==> config.mk <==
export PLATFORM = sky130hd
export DESIGN_NAME = clock_level_decoder_flat
export DESIGN_NICKNAME = d
export VERILOG_FILES = /design/src/rtl/clock_adjust_pkg.sv /design/src/rtl/clock_level_decoder_if.sv /design/src/rtl/pulse_width_classifier.sv /design/src/rtl/clock_level_decoder.sv /design/src/flat_wrapper.sv
export SDC_FILE = /design/constraint.sdc
export NUM_CORES = 1
export LEC_CHECK = 0
export CAP_MARGIN = 20
export CORE_MARGIN = 1.5
export CORE_UTILIZATION = 45
export DETAILED_ROUTE_END_ITERATION = 12
export PLACE_DENSITY = 0.64
export SLEW_MARGIN = 20
export SYNTH_ARGS = -nofsm -noshare
export SYNTH_HDL_FRONTEND = slang
export SYNTH_SLANG_ARGS = --single-unit
==> constraint.sdc <==
create_clock -name CLK -period 5.8 [get_ports CLK]
set_clock_uncertainty 0.1 [all_clocks]
set_input_delay 0.87 -clock CLK [delete_from_list [all_inputs] [get_ports CLK]]
set_output_delay 0.87 -clock CLK [all_outputs]
set_load 0.05 [all_outputs]
==> src/rtl/clock_adjust_pkg.sv <==
// Shared constants for the clock-adjust link. The generator and the decoder both take their
// defaults from here, so the pulse geometry is defined in one place.
//   LOW_LEN_DEF   : low-phase width in CLK cycles
//   STEP_DEF      : high-phase quantum; high width = STEP*(level+1)
//   MAX_LEVEL_DEF : largest legal level
//   CNT_W_DEF     : phase counter width (saturates at all-ones)
//   LEVEL_W       : width of the level field
package clock_adjust_pkg;

  localparam int unsigned LOW_LEN_DEF   = 30;
  localparam int unsigned STEP_DEF      = 11;
  localparam int unsigned MAX_LEVEL_DEF = 7;
  localparam int unsigned CNT_W_DEF     = 7;
  localparam int unsigned LEVEL_W       = 3;

endpackage

==> src/rtl/clock_level_decoder_if.sv <==
// Pulse-stream input and decoded-level outputs of the clock level decoder.
//   PULSE       : incoming pulse stream, synchronous to CLK
//   LEVEL       : last decoded level
//   LEVEL_VALID : one-cycle strobe, LEVEL updated this cycle
//   LOCKED      : at least one good decode since last error/reset
//   ERR         : one-cycle strobe on a malformed phase
// master = stream source / output consumer, slave = decoder.
interface clock_level_decoder_if;
  import clock_adjust_pkg::*;

  logic               PULSE;
  logic [LEVEL_W-1:0] LEVEL;
  logic               LEVEL_VALID;
  logic               LOCKED;
  logic               ERR;

  modport master (output PULSE, input LEVEL, input LEVEL_VALID, input LOCKED, input ERR);
  modport slave  (input PULSE, output LEVEL, output LEVEL_VALID, output LOCKED, output ERR);

endinterface

==> src/rtl/pulse_width_classifier.sv <==
// Combinational classifier for a measured high-phase width.
//   w     : measured width in CLK cycles
//   k     : level whose width STEP*(k+1) equals w (0 when not legal)
//   legal : w matches one of STEP*1 .. STEP*(MAX_LEVEL+1)
// Uses a bank of constant comparisons instead of a divider.
module pulse_width_classifier
  import clock_adjust_pkg::*;
#(
  parameter int unsigned STEP      = STEP_DEF,
  parameter int unsigned MAX_LEVEL = MAX_LEVEL_DEF,
  parameter int unsigned CNT_W     = CNT_W_DEF
) (
  input  logic [CNT_W-1:0]   w,
  output logic [LEVEL_W-1:0] k,
  output logic               legal
);

  always_comb begin
    k     = '0;
    legal = 1'b0;
    for (int unsigned i = 0; i <= MAX_LEVEL; i++) begin
      if (32'(w) == STEP * (i + 1)) begin
        k     = LEVEL_W'(i);
        legal = 1'b1;
      end
    end
  end

endmodule

==> src/rtl/clock_level_decoder.sv <==
// Receive-side decoder for the variable-width clock pulse stream. Measures every high and low
// phase on CLK, recovers the level encoded in the high width and flags malformed phases.
//   CLK : system clock, all logic on posedge
//   RST : synchronous, active-high reset
//   bus : clock_level_decoder_if.slave (PULSE in; LEVEL, LEVEL_VALID, LOCKED, ERR out)
// Optional feature: define CLKDEC_LOW_CHECK_EN to also require each measured low phase to be
// exactly LOW_LEN cycles wide.
module clock_level_decoder
  import clock_adjust_pkg::*;
#(
  parameter int unsigned LOW_LEN   = LOW_LEN_DEF,
  parameter int unsigned STEP      = STEP_DEF,
  parameter int unsigned MAX_LEVEL = MAX_LEVEL_DEF,
  parameter int unsigned CNT_W     = CNT_W_DEF
) (
  input logic                  CLK,
  input logic                  RST,
  clock_level_decoder_if.slave bus
);

`ifdef CLKDEC_LOW_CHECK_EN
  localparam bit LowCheckEn = 1'b1;
`else
  localparam bit LowCheckEn = 1'b0;
`endif

  localparam logic [CNT_W-1:0] CntMax  = {CNT_W{1'b1}};
  localparam logic [CNT_W-1:0] LowLenW = CNT_W'(LOW_LEN);

  typedef enum logic [1:0] {StSync, StFirstLow, StHigh, StLow} state_e;

  state_e             state_q, state_d;
  logic               p_q;
  logic [CNT_W-1:0]   cnt_q, cnt_d;
  logic [LEVEL_W-1:0] level_q, level_d;
  logic               level_valid_q, level_valid_d;
  logic               locked_q, locked_d;
  logic               err_q, err_d;

  logic               rise, fall, cnt_sat;
  logic [LEVEL_W-1:0] cls_level;
  logic               cls_legal;

  assign rise    = bus.PULSE & ~p_q;
  assign fall    = ~bus.PULSE & p_q;
  assign cnt_sat = (cnt_q == CntMax);

  // At an edge the counter still holds the full width of the phase that just ended.
  always_comb begin
    cnt_d = cnt_q;
    if (rise || fall) begin
      cnt_d = CNT_W'(1);
    end else if (!cnt_sat) begin
      cnt_d = cnt_q + 1'b1;
    end
  end

  pulse_width_classifier #(
    .STEP      (STEP),
    .MAX_LEVEL (MAX_LEVEL),
    .CNT_W     (CNT_W)
  ) u_classifier (
    .w     (cnt_q),
    .k     (cls_level),
    .legal (cls_legal)
  );

  always_comb begin
    state_d       = state_q;
    level_d       = level_q;
    level_valid_d = 1'b0;
    locked_d      = locked_q;
    err_d         = 1'b0;
    unique case (state_q)
      // The phase in progress at reset is partial, so wait for a clean low.
      StSync: begin
        if (!bus.PULSE) state_d = StFirstLow;
      end
      StFirstLow: begin
        if (rise) state_d = StHigh;
      end
      StHigh: begin
        if (fall) begin
          state_d = StLow;
          if (cls_legal) begin
            level_d       = cls_level;
            level_valid_d = 1'b1;
            locked_d      = 1'b1;
          end else begin
            err_d    = 1'b1;
            locked_d = 1'b0;
          end
        end else if (cnt_sat) begin
          err_d    = 1'b1;
          locked_d = 1'b0;
          state_d  = StSync;
        end
      end
      StLow: begin
        if (rise) begin
          // Enter HIGH regardless so a bad low width does not cost alignment.
          state_d = StHigh;
          if (LowCheckEn && (cnt_q != LowLenW)) begin
            err_d    = 1'b1;
            locked_d = 1'b0;
          end
        end else if (cnt_sat) begin
          err_d    = 1'b1;
          locked_d = 1'b0;
          state_d  = StSync;
        end
      end
      default: state_d = StSync;
    endcase
  end

  always_ff @(posedge CLK) begin
    if (RST) begin
      state_q       <= StSync;
      p_q           <= 1'b0;
      cnt_q         <= '0;
      level_q       <= '0;
      level_valid_q <= 1'b0;
      locked_q      <= 1'b0;
      err_q         <= 1'b0;
    end else begin
      state_q       <= state_d;
      p_q           <= bus.PULSE;
      cnt_q         <= cnt_d;
      level_q       <= level_d;
      level_valid_q <= level_valid_d;
      locked_q      <= locked_d;
      err_q         <= err_d;
    end
  end

  assign bus.LEVEL       = level_q;
  assign bus.LEVEL_VALID = level_valid_q;
  assign bus.LOCKED      = locked_q;
  assign bus.ERR         = err_q;

endmodule

==> src/flat_wrapper.sv <==
// flat-port wrapper written by rule: the top's interface ports become plain ports
module clock_level_decoder_flat import clock_adjust_pkg::*;
#(
  parameter int unsigned LOW_LEN   = LOW_LEN_DEF,
  parameter int unsigned STEP      = STEP_DEF,
  parameter int unsigned MAX_LEVEL = MAX_LEVEL_DEF,
  parameter int unsigned CNT_W     = CNT_W_DEF
)
  (CLK, RST, bus_PULSE, bus_LEVEL, bus_LEVEL_VALID, bus_LOCKED, bus_ERR);
  clock_level_decoder_if bus_i ();
  input logic CLK;
  input logic RST;
  input wire logic [$bits(bus_i.PULSE)-1:0] bus_PULSE;
  output wire logic [$bits(bus_i.LEVEL)-1:0] bus_LEVEL;
  output wire logic [$bits(bus_i.LEVEL_VALID)-1:0] bus_LEVEL_VALID;
  output wire logic [$bits(bus_i.LOCKED)-1:0] bus_LOCKED;
  output wire logic [$bits(bus_i.ERR)-1:0] bus_ERR;
  assign bus_i.PULSE = bus_PULSE;
  assign bus_LEVEL = bus_i.LEVEL;
  assign bus_LEVEL_VALID = bus_i.LEVEL_VALID;
  assign bus_LOCKED = bus_i.LOCKED;
  assign bus_ERR = bus_i.ERR;
  clock_level_decoder #(.LOW_LEN(LOW_LEN), .STEP(STEP), .MAX_LEVEL(MAX_LEVEL), .CNT_W(CNT_W)) u_core (.CLK(CLK), .RST(RST), .bus(bus_i));
endmodule
==> results of run 1 <==
## state kept, by name, indices dropped and copies added, names as in the netlist
| name | cells |
|---|---|
| u_core.bus.LEVEL_VALID | 1 |
| u_core.bus.LOCKED | 1 |
| u_core.state_q | 2 |
| u_core.bus.LEVEL | 3 |
| u_core.p_q | 1 |
| u_core.cnt_q | 7 |
| u_core.bus.ERR | 1 |
## tightest hold or removal path, stage by stage, from the launching register on
cell      delay, ps
dfxtp_1         320
inv_1            60
a211oi_1         50
## metrics by stage
stage	hold WS [ps]	utilization, %	total power, mW	cells
2_1_floorplan	395	-	0.131	115
3_3_place_gp	345	52.1	0.137	143
3_5_place_dp	363	52.1	0.137	143
4_1_cts	377	53.9	0.208	147
5_1_grt	413	53.9	0.218	147
6_report	372	53.9	0.205	147
## metal layers
metal / track usage, % / share of wire [%] / vias to the layer above
li1: - / - / 418
met1: 21.5 / 50 / 365
met2: 24.8 / 44 / 28
met3: 3.68 / 4.6 / 4
met4: 7.14 / 1.7 / 0
met5: 0 / 0 / -
## final cells by class
| class | count | area, um2 |
|---|---|---|
| fillers | 188 | 923 |
| multi-input cells | 86 | 586 |
| flip-flops and latches | 16 | 320 |
| repair buffers | 8 | 80.1 |
| clock buffers | 4 | 36.3 |
| well taps | 27 | 33.8 |
| inverters | 6 | 22.5 |
## kinds of logic after synthesis
| group | Yosys count | synth area share, % |
|---|---|---|
| AOI/OAI and AO/OA | 30 | 19.9 |
| xor gates and xnor gates | 4 | 3.62 |
| adders and majority gates | 6 | 7.76 |
| buffers and inverters | 13 | 6.34 |
| DFF | 16 | 33.1 |
| muxes | 1 | 1.55 |
| and+or+nand+nor | 45 | 27.7 |
## power groups by stage
stage               sequential, mW  clock [mW]  combinational, mW
detailed placement           0.119           0             0.0176
global placement             0.119           0             0.0174
CTS                          0.117      0.0735             0.0176
finish                       0.117      0.0706             0.0175
floorplan                    0.118           0             0.0132
global route                 0.118      0.0798             0.0206
## worst paths after layout
kind	startpoint	end	slack, ps	depth (start not counted)
worst min-delay path	u_core.bus.LEVEL[1]$_SDFFE_PP0P_	u_core.bus.LEVEL[1]$_SDFFE_PP0P_	370	2
worst max register to register	u_core.cnt_q[0]$_SDFFE_PP0P_	u_core.bus.LEVEL[0]$_SDFFE_PP0P_	3540	7
worst max-delay path	u_core.bus.LOCKED$_SDFFE_PP0P_	bus_LOCKED	3410	1
worst min register to register	u_core.bus.LEVEL[1]$_SDFFE_PP0P_	u_core.bus.LEVEL[1]$_SDFFE_PP0P_	370	2
## cell usage in the layout, fill, tap and decap left out, types with 2 or more instances in the layout
cell             instances
clkbuf_4                 3
nand2_1                  8
a211oi_1                 2
o21ai_0                  4
nor2b_1                  4
xnor2_1                  2
ha_1                     6
inv_1                    6
nand3_1                  2
clkdlybuf4s50_1          8
xor2_1                   2
nand4_1                  2
a31oi_1                  3
nand3b_1                 2
and3_1                   3
nand2b_1                 4
a21oi_1                 11
nor2_1                   9
dfxtp_1                 16
==> impl_metrics.py, run 1 <==
metrics = {
    "pwr": {
        "p_sw_uw": 46.4,
        "ir_drop_mv": 0.152,
        "p_clk_share_pct": 34.5,
        "leakage_nw": 0.387,
        "p_per_area_nw_per_um2": 190,
        "p_int_uw": 158,
        "combPwrFrac_pct": 8.5,
        "seqPwrFrac_pct": 57.0,
        "swShare_pct": 22.6,
    },
    "synthesis": {
        "synth.most_common_cell": "dfxtp_1",
        "yosysUniqueCellTypes": 42,
        "yosys.area.top_type_share_pct": 33.1,
        "synth-seq-cells": 16,
        "yosys-top-cells-count": "dfxtp_1, a21oi_1, nor2_1",
        "synth_nets": 124,
        "synth_area_leaders": "dfxtp_1, ha_1, a21oi_1",
        "postSynth.asyncResetShare_pct": 0,
        "synth_edf_count": 0,
        "netlist_instances": 115,
        "synth.largest_area_cell": "dfxtp_1",
        "synth_flop_cell": "dfxtp_1",
        "synth.cell_area_um2": 967,
        "yosysWarningCount": 0,
        "avgSynthCellArea_um2": 8.41,
        "ys_seq_area_share_pct": 33.1,
    },
    "sta": {
        "setup_viol": 0,
        "worst_slack_ps": 3410,
        "worst_pin_slew_ps": 563,
        "hold_viol": 0,
        "period_share_pct": 41.2,
        "tns_ps": 0,
        "period_needed_ps": 2390,
        "rsz0062_at_grt": "no",
        "slew_headroom_pct": 62.2,
        "drv_slew": 0,
        "max_freq_mhz": 418,
    },
    "global_routing": {
        "grt_util_all_layers_pct": 16.1,
        "antenna_found_initial": 0,
        "grt_pass1_wl_mm": 3.11,
        "grt_pass1_vias": 734,
        "grt_max_degree": 19,
        "grt.overflow.total": 0,
    },
    "drt": {
        "wl_mm": 1.70,
        "routedWlPerCell_um": 11.6,
        "drcViolationCount": 0,
        "first_pass_iters": 4,
        "initialDrtViolationCount": 12,
        "drtAntennaViolNets": 0,
        "num_vias": 815,
        "via_per_inst": 5.54,
    },
    "placement": {
        "port_buffers": 8,
        "gp_congestion": 0.801,
        "place_ws_ps": 3130,
        "dpl.hpwl_mm": 1.23,
        "placed_cell_area_um2": 1040,
    },
    "clock_network": {
        "cts_max_path_buffers": 2,
        "cts_buffers": 3,
        "cts.clk_slew.worst_paths_ps": 90,
        "htree_levels": 1,
        "clk_latency_ps": 280,
        "hold_buffers": 0,
        "cts_resized": 0,
        "clock-sinks": 16,
        "clockRootBuffer": "clkbuf_4",
        "cts_tree": "yes",
        "post_cts_buffers": 0,
    },
    "layout": {
        "n_antenna_cell": 0,
        "drive_gt1_share_pct": 6.67,
        "syn_to_final_growth_pct": 11.5,
        "nets": 130,
        "finish.instance_area_um2": 1080,
    },
    "worst_setup_path": {
        "worstPathArrival_ps": 1420,
        "worstPathRequired_ps": 4830,
        "worstPathCellList": "clkdlybuf4s50_1",
        "path_buf_inv": 1,
        "crit_slowest_cell": "clkdlybuf4s50_1",
        "end_kind": "primary output",
        "critPathMaxStageDelay_ps": 800,
        "critical_path_class": "flop to primary output",
        "cp-start-kind": "flop",
        "crit_family": "buffers and inverters",
        "cp_max_fo": 2,
    },
    "die": {
        "dieArea_um2": 2440,
        "dieWidth_um": 49.4,
        "initial_core_util_pct": 48.3,
        "die_y_um": 49.4,
        "core_um2": 2000,
        "fp-row-count": 16,
        "ios": 9,
    },
    "outcome": {
        "outcome": "finished, final reports clean",
    },
    "worst_hold_path": {
        "hp-class": "flop to flop",
    },
    "job": {
        "max_cap_viol_count": 0,
    },
}
(Power assumes the default switching activity.)
==> run 2: changes to the inputs <==
==> constraint.sdc (replaced) <==
create_clock -name CLK -period 2.5 [get_ports CLK]
set_clock_uncertainty 0.1 [all_clocks]
set_input_delay 0.375 -clock CLK [delete_from_list [all_inputs] [get_ports CLK]]
set_output_delay 0.375 -clock CLK [all_outputs]
set_load 0.05 [all_outputs]
==> impl_metrics.py, run 2 (same netlist as run 1, synthesis figures left out) <==
metrics = {
    "outcome": {
        "outcome": "finished, final reports clean",
    },
    "placement": {
        "dp_cells": 146,
        "gp_congestion": 0.856,
        "dpl.hpwl_mm": 1.33,
        "port_buffers": 8,
    },
    "sta": {
        "drv_slew": 0,
        "rsz0062_at_grt": "no",
        "hold_viol": 0,
        "worst_pin_slew_ps": 500,
        "max_freq_mhz": 464,
        "period_share_pct": 86.1,
        "setup_viol": 0,
        "period_needed_ps": 2150,
        "slew_headroom_pct": 66.6,
        "tns_ps": 0,
    },
    "die": {
        "fp-row-count": 16,
        "dieArea_um2": 2440,
        "core_um2": 2000,
        "ios": 9,
        "initial_core_util_pct": 48.3,
        "dieWidth_um": 49.4,
        "die_y_um": 49.4,
    },
    "clock_network": {
        "post_cts_buffers": 0,
        "clk_latency_ps": 270,
        "cts.clk_slew.worst_paths_ps": 90,
        "cts_buffers": 3,
        "clockRootBuffer": "clkbuf_4",
        "cts_resized": 0,
        "clock-sinks": 16,
        "cts_max_path_buffers": 2,
        "cts_tree": "yes",
        "htree_levels": 1,
        "hold_buffers": 0,
    },
    "layout": {
        "nFillCells": 192,
        "largest_reg_flops": 7,
        "regMostFlops": "u_core.cnt_q",
        "nets": 133,
        "drive_gt1_share_pct": 8.94,
        "mostFrequentLayoutCells": "dfxtp_1, a21oi_1, nor2_1",
        "final_common_cell": "dfxtp_1",
        "syn_to_final_growth_pct": 13.8,
        "n_antenna_cell": 0,
        "layout.cells.non_filler": 150,
    },
    "global_routing": {
        "grt_pass1_vias": 757,
        "antenna_found_initial": 0,
        "grt_util_all_layers_pct": 17.8,
        "grt_max_degree": 15,
        "grt_pass1_wl_mm": 3.39,
        "grt.overflow.total": 0,
    },
    "worst_hold_path": {
        "hold_path_depth": 2,
        "hold_start": "u_core.bus.LEVEL[1]$_SDFFE_PP0P_",
        "min_to": "u_core.bus.LEVEL[1]$_SDFFE_PP0P_",
        "hp-class": "flop to flop",
    },
    "worst_setup_path": {
        "cp_max_fo": 11,
        "r2r_start": "u_core.cnt_q[0]$_SDFFE_PP0P_",
        "worstPathArrival_ps": 2260,
        "worstPathCellList": "ha_1, and3_1, nand4_1, o31ai_1, a21oi_1, nor3b_2",
        "cp-start-kind": "flop",
        "critPathMaxStageDelay_ps": 430,
        "ff2ff_path_depth": 6,
        "worstReg2RegEnd": "u_core.bus.ERR$_SDFF_PP0_",
        "crit_slowest_cell": "dfxtp_1",
        "critical_path_class": "flop to flop",
        "r2r_setup_slack_ps": 350,
        "worstPathRequired_ps": 2610,
        "end_kind": "flop",
    },
    "drt": {
        "wl_mm": 1.80,
        "first_pass_iters": 4,
        "routedWlPerCell_um": 12.0,
        "initialDrtViolationCount": 20,
        "drtAntennaViolNets": 0,
        "via_per_inst": 5.35,
        "num_vias": 802,
        "drcViolationCount": 0,
    },
    "pwr": {
        "swShare_pct": 22.5,
        "p_clk_share_pct": 34.3,
        "ir_drop_mv": 0.258,
        "p_per_area_nw_per_um2": 431,
        "leakage_nw": 0.402,
        "p_total_uw": 475,
        "seqPwrFrac_pct": 57.0,
        "combPwrFrac_pct": 8.8,
        "p_sw_uw": 107,
        "p_int_uw": 368,
    },
    "job": {
        "max_cap_viol_count": 0,
    },
}
[run 2: cell types whose count changed in the layout (fill, tap and decap cells not counted)]
cell and change:
buf_4 +3
[run 2: critical path: cells and delay by family, from the launching register on]
| family | cells | cell delay (ps) |
|---|---|---|
| compound gates | 2 | 510 |
| fa+ha+maj | 1 | 250 |
| simple gates | 3 | 790 |
| flops | 1 | 430 |
[run 2: layout make-up]
type	instances	area, um2	area share (%)
clock buffers	4	36.3	3.30
inverters	6	22.5	2.05
multi-input cells	86	586	53.2
flip-flops and latches	16	320	29.1
well taps	27	33.8	3.07
repair buffers	11	103	9.32
[run 2: power by group through the flow]
stage | Sequential [mW] | Combinational [mW] | Clock [mW]
6_report | 0.270 | 0.0417 | 0.163
5_1_grt | 0.272 | 0.0496 | 0.189
4_1_cts | 0.270 | 0.0422 | 0.173
3_5_place_dp | 0.276 | 0.0422 | 0
3_3_place_gp | 0.276 | 0.0415 | 0
2_1_floorplan | 0.274 | 0.0306 | 0
[run 2: how the worst max path moves through the flow]
| stage | startpoint | depth (start not counted) | to |
|---|---|---|---|
| finish | u_core.cnt_q[0]$_SDFFE_PP0P_ | 6 | u_core.bus.ERR$_SDFF_PP0_ |
| global route | u_core.cnt_q[0]$_SDFFE_PP0P_ | 6 | u_core.bus.ERR$_SDFF_PP0_ |
| CTS | u_core.cnt_q[0]$_SDFFE_PP0P_ | 6 | u_core.bus.ERR$_SDFF_PP0_ |
| detailed placement | bus_PULSE | 7 | u_core.bus.LEVEL[0]$_SDFFE_PP0P_ |
| global placement | bus_PULSE | 7 | u_core.bus.LEVEL[0]$_SDFFE_PP0P_ |
| floorplan | u_core.cnt_q[0]$_SDFFE_PP0P_ | 7 | u_core.bus.LEVEL[0]$_SDFFE_PP0P_ |
[run 2: through the flow]
stage          utilization [%]  hold WS [ps]  area, um2  setup WS [ps]
3_3_place_gp              53.2           351       1060            370
5_1_grt                   55.0           420       1100            160
4_1_cts                   55.0           369       1100            376
6_report                  55.0           367       1100            347
2_1_floorplan                -           395        967            571
3_5_place_dp              53.2           355       1060            308
[run 2: per-layer routing]
layer / GRT usage [%] / up-vias / part of all wire, % / wire length, um
li1: - / 425 / - / -
met1: 25.2 / 364 / 52 / 940
met2: 26.1 / 11 / 44 / 799
met3: 3.68 / 2 / 2.4 / 44
met4: 7.14 / 0 / 0.78 / 14
met5: 0 / - / 0 / 0
